**config.mk**
```make
export PLATFORM = sky130hd
export DESIGN_NAME = word_tx_serializer_flat
export DESIGN_NICKNAME = d
export VERILOG_FILES = /design/src/rtl/word_tx_serializer_pkg.sv /design/src/rtl/word_tx_serializer_if.sv /design/src/rtl/word_tx_serializer.sv /design/src/flat_wrapper.sv
export SDC_FILE = /design/constraint.sdc
export NUM_CORES = 1
export LEC_CHECK = 0
export ABC_AREA = 1
export CAP_MARGIN = 20
export CORE_MARGIN = 2
export CORE_UTILIZATION = 52
export CTS_BUF_LIST = sky130_fd_sc_hd__clkbuf_4
export DETAILED_ROUTE_END_ITERATION = 10
export GPL_ROUTABILITY_DRIVEN = 0
export GPL_TIMING_DRIVEN = 0
export PLACE_DENSITY = 0.82
export SLEW_MARGIN = 0
export SYNTH_ARGS = -nofsm -noshare
export SYNTH_HDL_FRONTEND = slang
export SYNTH_SLANG_ARGS = --single-unit
```
**constraint.sdc**
```tcl
create_clock -name clk -period 1.4 [get_ports clk]
set_input_delay 0.28 -clock clk [delete_from_list [all_inputs] [get_ports clk]]
set_output_delay 0.28 -clock clk [all_outputs]
set_load 0.05 [all_outputs]
```
**src/rtl/word_tx_serializer_pkg.sv**
```systemverilog
// Shared debug-link definitions: word geometry, guard gap default and serializer state encoding.
package word_tx_serializer_pkg;

    localparam int unsigned LINK_NBITS      = 32;
    localparam int unsigned LINK_DBIT       = 8;
    localparam int unsigned LINK_GAP_CYCLES = 3;

    typedef enum logic [1:0] {
        ST_IDLE = 2'd0,
        ST_SEND = 2'd1,
        ST_WAIT = 2'd2,
        ST_GAP  = 2'd3
    } state_t;

    function automatic int unsigned nbytes(input int unsigned nbits, input int unsigned dbit);
        return nbits / dbit;
    endfunction

    localparam int unsigned LINK_NBYTES = nbytes(LINK_NBITS, LINK_DBIT);

endpackage

```
**src/rtl/word_tx_serializer_if.sv**
```systemverilog
// Debug-link transmit bundle: controller word port on one side, UART byte port on the other.
interface word_tx_serializer_if #(
    parameter int unsigned NBITS = word_tx_serializer_pkg::LINK_NBITS,
    parameter int unsigned DBIT  = word_tx_serializer_pkg::LINK_DBIT
);
    logic [NBITS-1:0] tx_Data;
    logic             tx_start;
    logic             tx_done;
    logic             busy;
    logic             uart_tx_done;
    logic [DBIT-1:0]  uart_tx_data;
    logic             uart_tx_start;

    modport slave (
        input  tx_Data, tx_start, uart_tx_done,
        output tx_done, busy, uart_tx_data, uart_tx_start
    );

    modport master (
        output tx_Data, tx_start, uart_tx_done,
        input  tx_done, busy, uart_tx_data, uart_tx_start
    );
endinterface

```
**src/rtl/word_tx_serializer.sv**
```systemverilog
// Splits each accepted word into LSB-first bytes for the UART, then holds off a guard gap
// so the controller can present its next word before tx_start is sampled again.
module word_tx_serializer
    import word_tx_serializer_pkg::*;
#(
    parameter int unsigned NBITS      = LINK_NBITS,
    parameter int unsigned DBIT       = LINK_DBIT,
    parameter int unsigned GAP_CYCLES = LINK_GAP_CYCLES
) (
    input  logic                  clk,
    input  logic                  reset,
    word_tx_serializer_if.slave   bus
);

    localparam int unsigned NBYTES = nbytes(NBITS, DBIT);
    localparam int unsigned BW     = (NBYTES > 1) ? $clog2(NBYTES) : 1;
    localparam int unsigned GW     = (GAP_CYCLES > 0) ? $clog2(GAP_CYCLES + 1) : 1;

    state_t           r_state;
    logic [NBITS-1:0] r_shift;
    logic [BW-1:0]    r_byte;
    logic [GW-1:0]    r_gap;
    logic             r_start;
    logic             r_done;
    logic             r_busy;

    assign bus.uart_tx_data  = r_shift[DBIT-1:0];
    assign bus.uart_tx_start = r_start;
    assign bus.tx_done       = r_done;
    assign bus.busy          = r_busy;

    // Strobes default low each cycle and are raised only on the edge entering SEND / GAP.
    always_ff @(posedge clk or negedge reset) begin
        if (!reset) begin
            r_state <= ST_IDLE;
            r_shift <= '0;
            r_byte  <= '0;
            r_gap   <= '0;
            r_start <= 1'b0;
            r_done  <= 1'b0;
            r_busy  <= 1'b0;
        end else begin
            r_start <= 1'b0;
            r_done  <= 1'b0;
            case (r_state)
                ST_IDLE: begin
                    if (bus.tx_start) begin
                        r_shift <= bus.tx_Data;
                        r_byte  <= '0;
                        r_start <= 1'b1;
                        r_busy  <= 1'b1;
                        r_state <= ST_SEND;
                    end
                end
                ST_SEND: begin
                    r_state <= ST_WAIT;
                end
                ST_WAIT: begin
                    if (bus.uart_tx_done) begin
                        if (r_byte == BW'(NBYTES - 1)) begin
                            r_gap   <= '0;
                            r_done  <= 1'b1;
                            r_state <= ST_GAP;
                        end else begin
                            r_shift <= r_shift >> DBIT;
                            r_byte  <= r_byte + BW'(1);
                            r_start <= 1'b1;
                            r_state <= ST_SEND;
                        end
                    end
                end
                ST_GAP: begin
                    // Exit lands exactly GAP_CYCLES cycles after tx_done rose.
                    r_gap <= r_gap + GW'(1);
                    if (r_gap == GW'(GAP_CYCLES - 1)) begin
                        r_busy  <= 1'b0;
                        r_state <= ST_IDLE;
                    end
                end
                default: begin
                    r_state <= ST_IDLE;
                end
            endcase
        end
    end

endmodule

```
**src/flat_wrapper.sv**
```systemverilog
// flat-port wrapper written by rule: the top's interface ports become plain ports
module word_tx_serializer_flat import word_tx_serializer_pkg::*;
#(
    parameter int unsigned NBITS      = LINK_NBITS,
    parameter int unsigned DBIT       = LINK_DBIT,
    parameter int unsigned GAP_CYCLES = LINK_GAP_CYCLES
)
  (clk, reset, bus_tx_Data, bus_tx_start, bus_uart_tx_done, bus_tx_done, bus_busy, bus_uart_tx_data, bus_uart_tx_start);
  word_tx_serializer_if #(.NBITS(NBITS), .DBIT(DBIT)) bus_i ();
  input  logic clk;
  input  logic reset;
  input wire logic [$bits(bus_i.tx_Data)-1:0] bus_tx_Data;
  input wire logic [$bits(bus_i.tx_start)-1:0] bus_tx_start;
  input wire logic [$bits(bus_i.uart_tx_done)-1:0] bus_uart_tx_done;
  output wire logic [$bits(bus_i.tx_done)-1:0] bus_tx_done;
  output wire logic [$bits(bus_i.busy)-1:0] bus_busy;
  output wire logic [$bits(bus_i.uart_tx_data)-1:0] bus_uart_tx_data;
  output wire logic [$bits(bus_i.uart_tx_start)-1:0] bus_uart_tx_start;
  assign bus_i.tx_Data = bus_tx_Data;
  assign bus_i.tx_start = bus_tx_start;
  assign bus_i.uart_tx_done = bus_uart_tx_done;
  assign bus_tx_done = bus_i.tx_done;
  assign bus_busy = bus_i.busy;
  assign bus_uart_tx_data = bus_i.uart_tx_data;
  assign bus_uart_tx_start = bus_i.uart_tx_start;
  word_tx_serializer #(.NBITS(NBITS), .DBIT(DBIT), .GAP_CYCLES(GAP_CYCLES)) u_core (.clk(clk), .reset(reset), .bus(bus_i));
endmodule
```
======== Word level (Yosys, flattened, before mapping) ========
Index checks and enable logic that the tools add are counted.
cells by class
  mux-type cells .......................... 26
  eq/ne operators ......................... 10
  add/subtract/negate cells ............... 2
  reductions and logical operators ........ 8
operators with widths
  cell                                                              number
  32-bit 2-to-1 mux                                                 3
  32-bit case mux with 2 select lines                               1
  2-bit 2-to-1 mux                                                  9
  3-bit AND reduction                                               3
  2-bit == test (second input constant)                             4
  1-bit 2-to-1 mux                                                  8
  2-bit case mux with 2 select lines                                2
  2-bit case mux with 4 select lines                                1
  2-bit != test (second input constant)                             3
  2-bit nonzero test                                                3
  2-bit by 1-bit adder with 2-bit output (second input constant)    2
  2-bit by 1-bit != test with 1-bit output (second input constant)  2
  1-bit case mux with 2 select lines                                2
  4-bit AND reduction                                               1
  2-bit by 1-bit == test with 1-bit output (second input constant)  1
  2-bit zero test                                                   1
word-level totals
  word-level logic and storage cells ...... 53
  input bits .............................. 36
  register bits after elaboration ......... 41
  output and inout port bits .............. 11

======== Longest topological paths before layout ========
Gate-level depths: netlist (run 1).
  depth after elaboration ................. 4
  gate-level depth with buffers ........... 9
  depth with buffers taken out ............ 6

======== Worst setup path after synthesis (run 1) ========
No wires, ideal clock.
  path kind ............................... register to register
  start point ............................. register u_core.r_byte[0]
  end point ............................... register u_core.r_shift[13]
  cell stages (with the launch flop) ...... 7
  data required time ...................... 1.283 ns
  path slack .............................. 0.133 ns
  arrival time ............................ 1.150 ns
  setup time .............................. 0.117 ns
  period minus slack after synthesis ...... 1.267 ns
  path buffers ............................ 1
  cell sequence ........................... dfrtp_1 ha_1 nor2_1 nand2_4 buf_2 nand3_1 nand2_1
on the way
  longest elaborated chain between the ends .. 3
ends and longest elaborated chain
  what                                  RTL line                  RTL
  from (decl)                           word_tx_serializer.sv:21  logic [BW-1:0] r_byte;
  from (signal assigned)                word_tx_serializer.sv:66  r_byte <= r_byte + BW'(1);
  2-bit == test                         word_tx_serializer.sv:60  if (r_byte == BW'(NBYTES - 1)) begin
  2-bit != test (no source line)        --
  4-bit AND reduction (no source line)  --
  to (signal assigned)                  word_tx_serializer.sv:48  r_shift <= bus.tx_Data;
  to (signal assigned)                  word_tx_serializer.sv:65  r_shift <= r_shift >> DBIT;
  to (decl)                             word_tx_serializer.sv:20  logic [NBITS-1:0] r_shift;
No other way between the ends.
A chain may end at the register's enable or synchronous reset.

======== Worst setup path after layout (run 1) ========
  start point ............................. register u_core.r_shift[1]
  end point ............................... output bus_uart_tx_data[1]
RTL lines
  what       RTL line            RTL
  to (decl)  flat_wrapper.sv:17  output wire logic [$bits(bus_i.uart_tx_data)-1:0] bus_uart_tx_data;
No word-level cell between the ends.

==> run_results.csv, run 1 <==
group,metric,value,unit
run_status,status,"finished clean",
layout,n_fill_cell,330,
floorplanning,rows,23,
power,total_power,0.006190,W
worst_setup_path,worstRegToRegCells,7,
synthesis,synth_top_family_by_area,"simple AND/OR/NAND/NOR gates",
power,clkPwrFrac,0.126,
placed_design,port_buffers,45,
worst_setup_path,cp_slowest_cell,"dfrtp_1",
power,seqPwrFrac,0.324,
routing,ant_nets,0,
routing,drc,0,
grt,grt_pass1_wl,7997,µm
grt,grt_max_degree,42,
floorplanning,die_w,68.76,µm
power,power.density,2204,nW/µm²
floorplanning,start_util,0.5413,
timing,relSlewSlack,0.3915,
power,leakage,1.516,nW
timing,tns,0,ns
worst_setup_path,slowest_delay,0.40,ns
layout,n_antenna_cell,0,
worst_setup_path,critPathBufInv,2,
clocking,cts-root-buf,"clkbuf_4",
layout,multi_input_area,940.9,µm²
floorplanning,io_pins,47,
placed_design,place_inst,371,
synthesis,synth_top_cell_area_share,0.4705,
synthesis,yosysWarnings,0,
synthesis,synth_commonest_cells,"nand2_1 (141), dfrtp_1 (41), nand3_1 (36)",
layout,nets,371,
synthesis,synth-edff-count,0,
clocking,cts_tree,"yes",
timing,skew,0.008676,ns
worst_setup_path,worstPathArrival,1.09,ns
routing,routed_via_density,4.977,
worst_setup_path,cp.required,1.12,ns
synthesis,syn_area,2181,µm²
timing,hold_viol,0,
synthesis,syn_inst,276,
synthesis,synth.mux.area_fraction,0,
flow_run,maxCapViolCount,0,
clocking,clk_pin_slew,0.12,ns
routing,wl,4843,µm
layout,syn_to_final_growth,28.80,%
synthesis,ys_seq_elements,41,
worst_setup_path,end_kind,"primary output",
power,pwr-share-comb,0.550,
worst_setup_path,crit_type,"register to primary output",
clocking,clock-sinks,41,
timing,fmaxAchievable,0.7306,GHz
floorplanning,coreArea,4029,µm²
routing,via_count,1911,
worst_hold_path,hp-class,"primary input to async pin",
layout,utilization,0.6972,
clocking,cts_max_level,2,
synthesis,synth_compound_area_frac,0.01033,
synthesis,synth_xor_area_frac,0,
grt,gr-total-overflow,0,
synthesis,synth_largest_area_cell,"dfrtp_1",
power,internal_power,0.003473,W
timing,slew_violations,0,
grt,grt_pass1_vias,1817,
placed_design,hpwl,3424,µm
worst_setup_path,cpLargestDelayFamily,"flip-flops",
power,swShare,0.4389,
synthesis,synth_nets,314,
worst_setup_path,path_cells,"buf_4, buf_2",
synthesis,ys_seq_area_frac,0.4705,
layout,layout-drive-gt1-share,0.1796,
routing,wl_per_cell,12.61,µm
grt,grt_use_total,0.2318,
routing,dr.pass1.iters,4,
routing,drtIter0Drc,105,
worst_setup_path,reg2reg_slack,0.05,ns
synthesis,yosys_most_used_dff,"dfrtp_1",
layout,final_cells,384,
timing,timing.final.crit_share,0.9777,
clocking,clk_latency,0.37,ns
floorplanning,die_y,68.76,µm
timing,period_needed,1.369,ns
synthesis,ys_top_cells_by_area,"dfrtp_1 (47%), nand2_1 (24%), nand3_1 (8.3%)",
clocking,numCtsBuffers,5,
synthesis,yosysMostFrequentCell,"nand2_1",
worst_setup_path,r2r-end,"u_core.r_shift[27]",
clocking,clockBufferDepth,2,
power,power_switching,0.002717,W
synthesis,async_reset_ff_frac,1.000,
grt,antenna_found_initial,0,
floorplanning,die_area,4728,µm²
synthesis,synth-simple-area-share,0.4033,
worst_setup_path,start_kind,"register",
synthesis,yosys.cell_types.count,23,
worst_setup_path,r2r_start,"u_core.r_state[1]",
layout,register_area,1026,µm²
synthesis,syn_area_per_cell,7.902,µm²
clocking,cts_hold_buf,0,
timing,setup_viol_count_final,0,
power,ir_drop,1013,µV
synthesis,synth_fa_ha_area_frac,0.01147,
timing,fin_hold_ws,0.03333,ns
timing,worst_pin_slew,0.9128,ns
worst_setup_path,crit_path_max_fanout,2,
worst_setup_path,cp.depth,2,
-- how the worst max path moves through the flow --
stage	startpoint	end	slack, ns
3_5_place_dp	bus_uart_tx_done	u_core.r_shift[5]	-0.18
5_1_grt	u_core.r_state[0]	u_core.r_shift[0]	-0.005
3_3_place_gp	reset	u_core.r_shift[2]	-0.94
6_report	u_core.r_shift[1]	bus_uart_tx_data[1]	0.03
4_1_cts	u_core.r_shift[2]	bus_uart_tx_data[2]	0.002
2_1_floorplan	u_core.r_byte[0]	u_core.r_shift[13]	0.13
-- repair_timing --
action                                  CTS  global route
setup buffers                             0             5
resized for setup                        50            30
endpoints found under the setup margin   40            39
pin swaps                                 0             2
-- cells by family after synthesis --
family	after synthesis
buffers and inverters	31
and+or+nand+nor	198
adders and majority gates	2
DFF	41
AOI/OAI and AO/OA	4
-- layer usage --
metal  up-vias  track usage  part of all wire
met1       872       0.2830              0.44
met3         7      0.06331             0.057
met2        54       0.3930              0.49
met4         0      0.08333             0.013
li1        978            -                 -
met5         -            0                 0
-- sequential cells by signal (all words and copies together), names as in the netlist --
name	cells
u_core.r_byte	2
u_core.bus.tx_done	1
u_core.bus.busy	1
u_core.r_shift	32
u_core.bus.uart_tx_start	1
u_core.r_gap	2
u_core.r_state	2
-- cells in the final DEF, fill, tap and decap left out, types with 2 or more instances in the layout --
master	instances
clkbuf_4	7
buf_2	7
o21ai_0	2
inv_1	4
clkdlybuf4s50_1	33
dfrtp_1	41
buf_8	2
nand2_1	141
nand2_8	2
nand3_1	36
buf_4	24
nand4_1	8
buf_6	7
nor2_1	4
-- power groups by stage --
stage | clock network [W] | registers, W | logic [W]
global placement | 0 | 0.00200 | 0.00323
finish | 0.000781 | 0.00200 | 0.00341
global route | 0.000844 | 0.00205 | 0.00379
CTS | 0.000801 | 0.00200 | 0.00322
detailed placement | 0 | 0.00203 | 0.00331
floorplan | 0 | 0.00203 | 0.00247
-- final cells by class --
type | count | share of cell area
Clock buffer | 6 | 0.01604
Clock inverter | 2 | 0.01203
Timing Repair Buffer | 50 | 0.1608
Multi-Input combinational cell | 204 | 0.3350
Inverter | 6 | 0.009800
Sequential cell | 41 | 0.3653
Buffer | 25 | 0.07884
Tap cell | 50 | 0.02227
-- worst register-to-register path: stages, from the launching register on --
cell and delay (ns):
dfrtp_1 0.39, buf_6 0.15, inv_6 0.08, buf_8 0.13, nand3_4 0.14, buf_4 0.22, nand3_1 0.09, nand2_1 0.05
-- per-stage QoR --
stage,setup WS [ns],cell area [µm²]
detailed placement,-0.1763,2689
CTS,0.002397,2734
floorplan,0.1332,2181
finish,0.03124,2809
global route,-0.005011,2809
global placement,-0.9368,2694
Note: power is estimated with default switching activity, not from simulation.
==> run 2, diff against run 1 <==
--- a/config.mk
+++ b/config.mk
@@ -11,7 +11,6 @@
 export CORE_UTILIZATION = 52
 export CTS_BUF_LIST = sky130_fd_sc_hd__clkbuf_4
 export DETAILED_ROUTE_END_ITERATION = 10
-export GPL_ROUTABILITY_DRIVEN = 0
 export GPL_TIMING_DRIVEN = 0
 export PLACE_DENSITY = 0.82
 export SLEW_MARGIN = 0
==> results of run 2 <==
Final layout, timing and power as in run 1 (identical DEF).
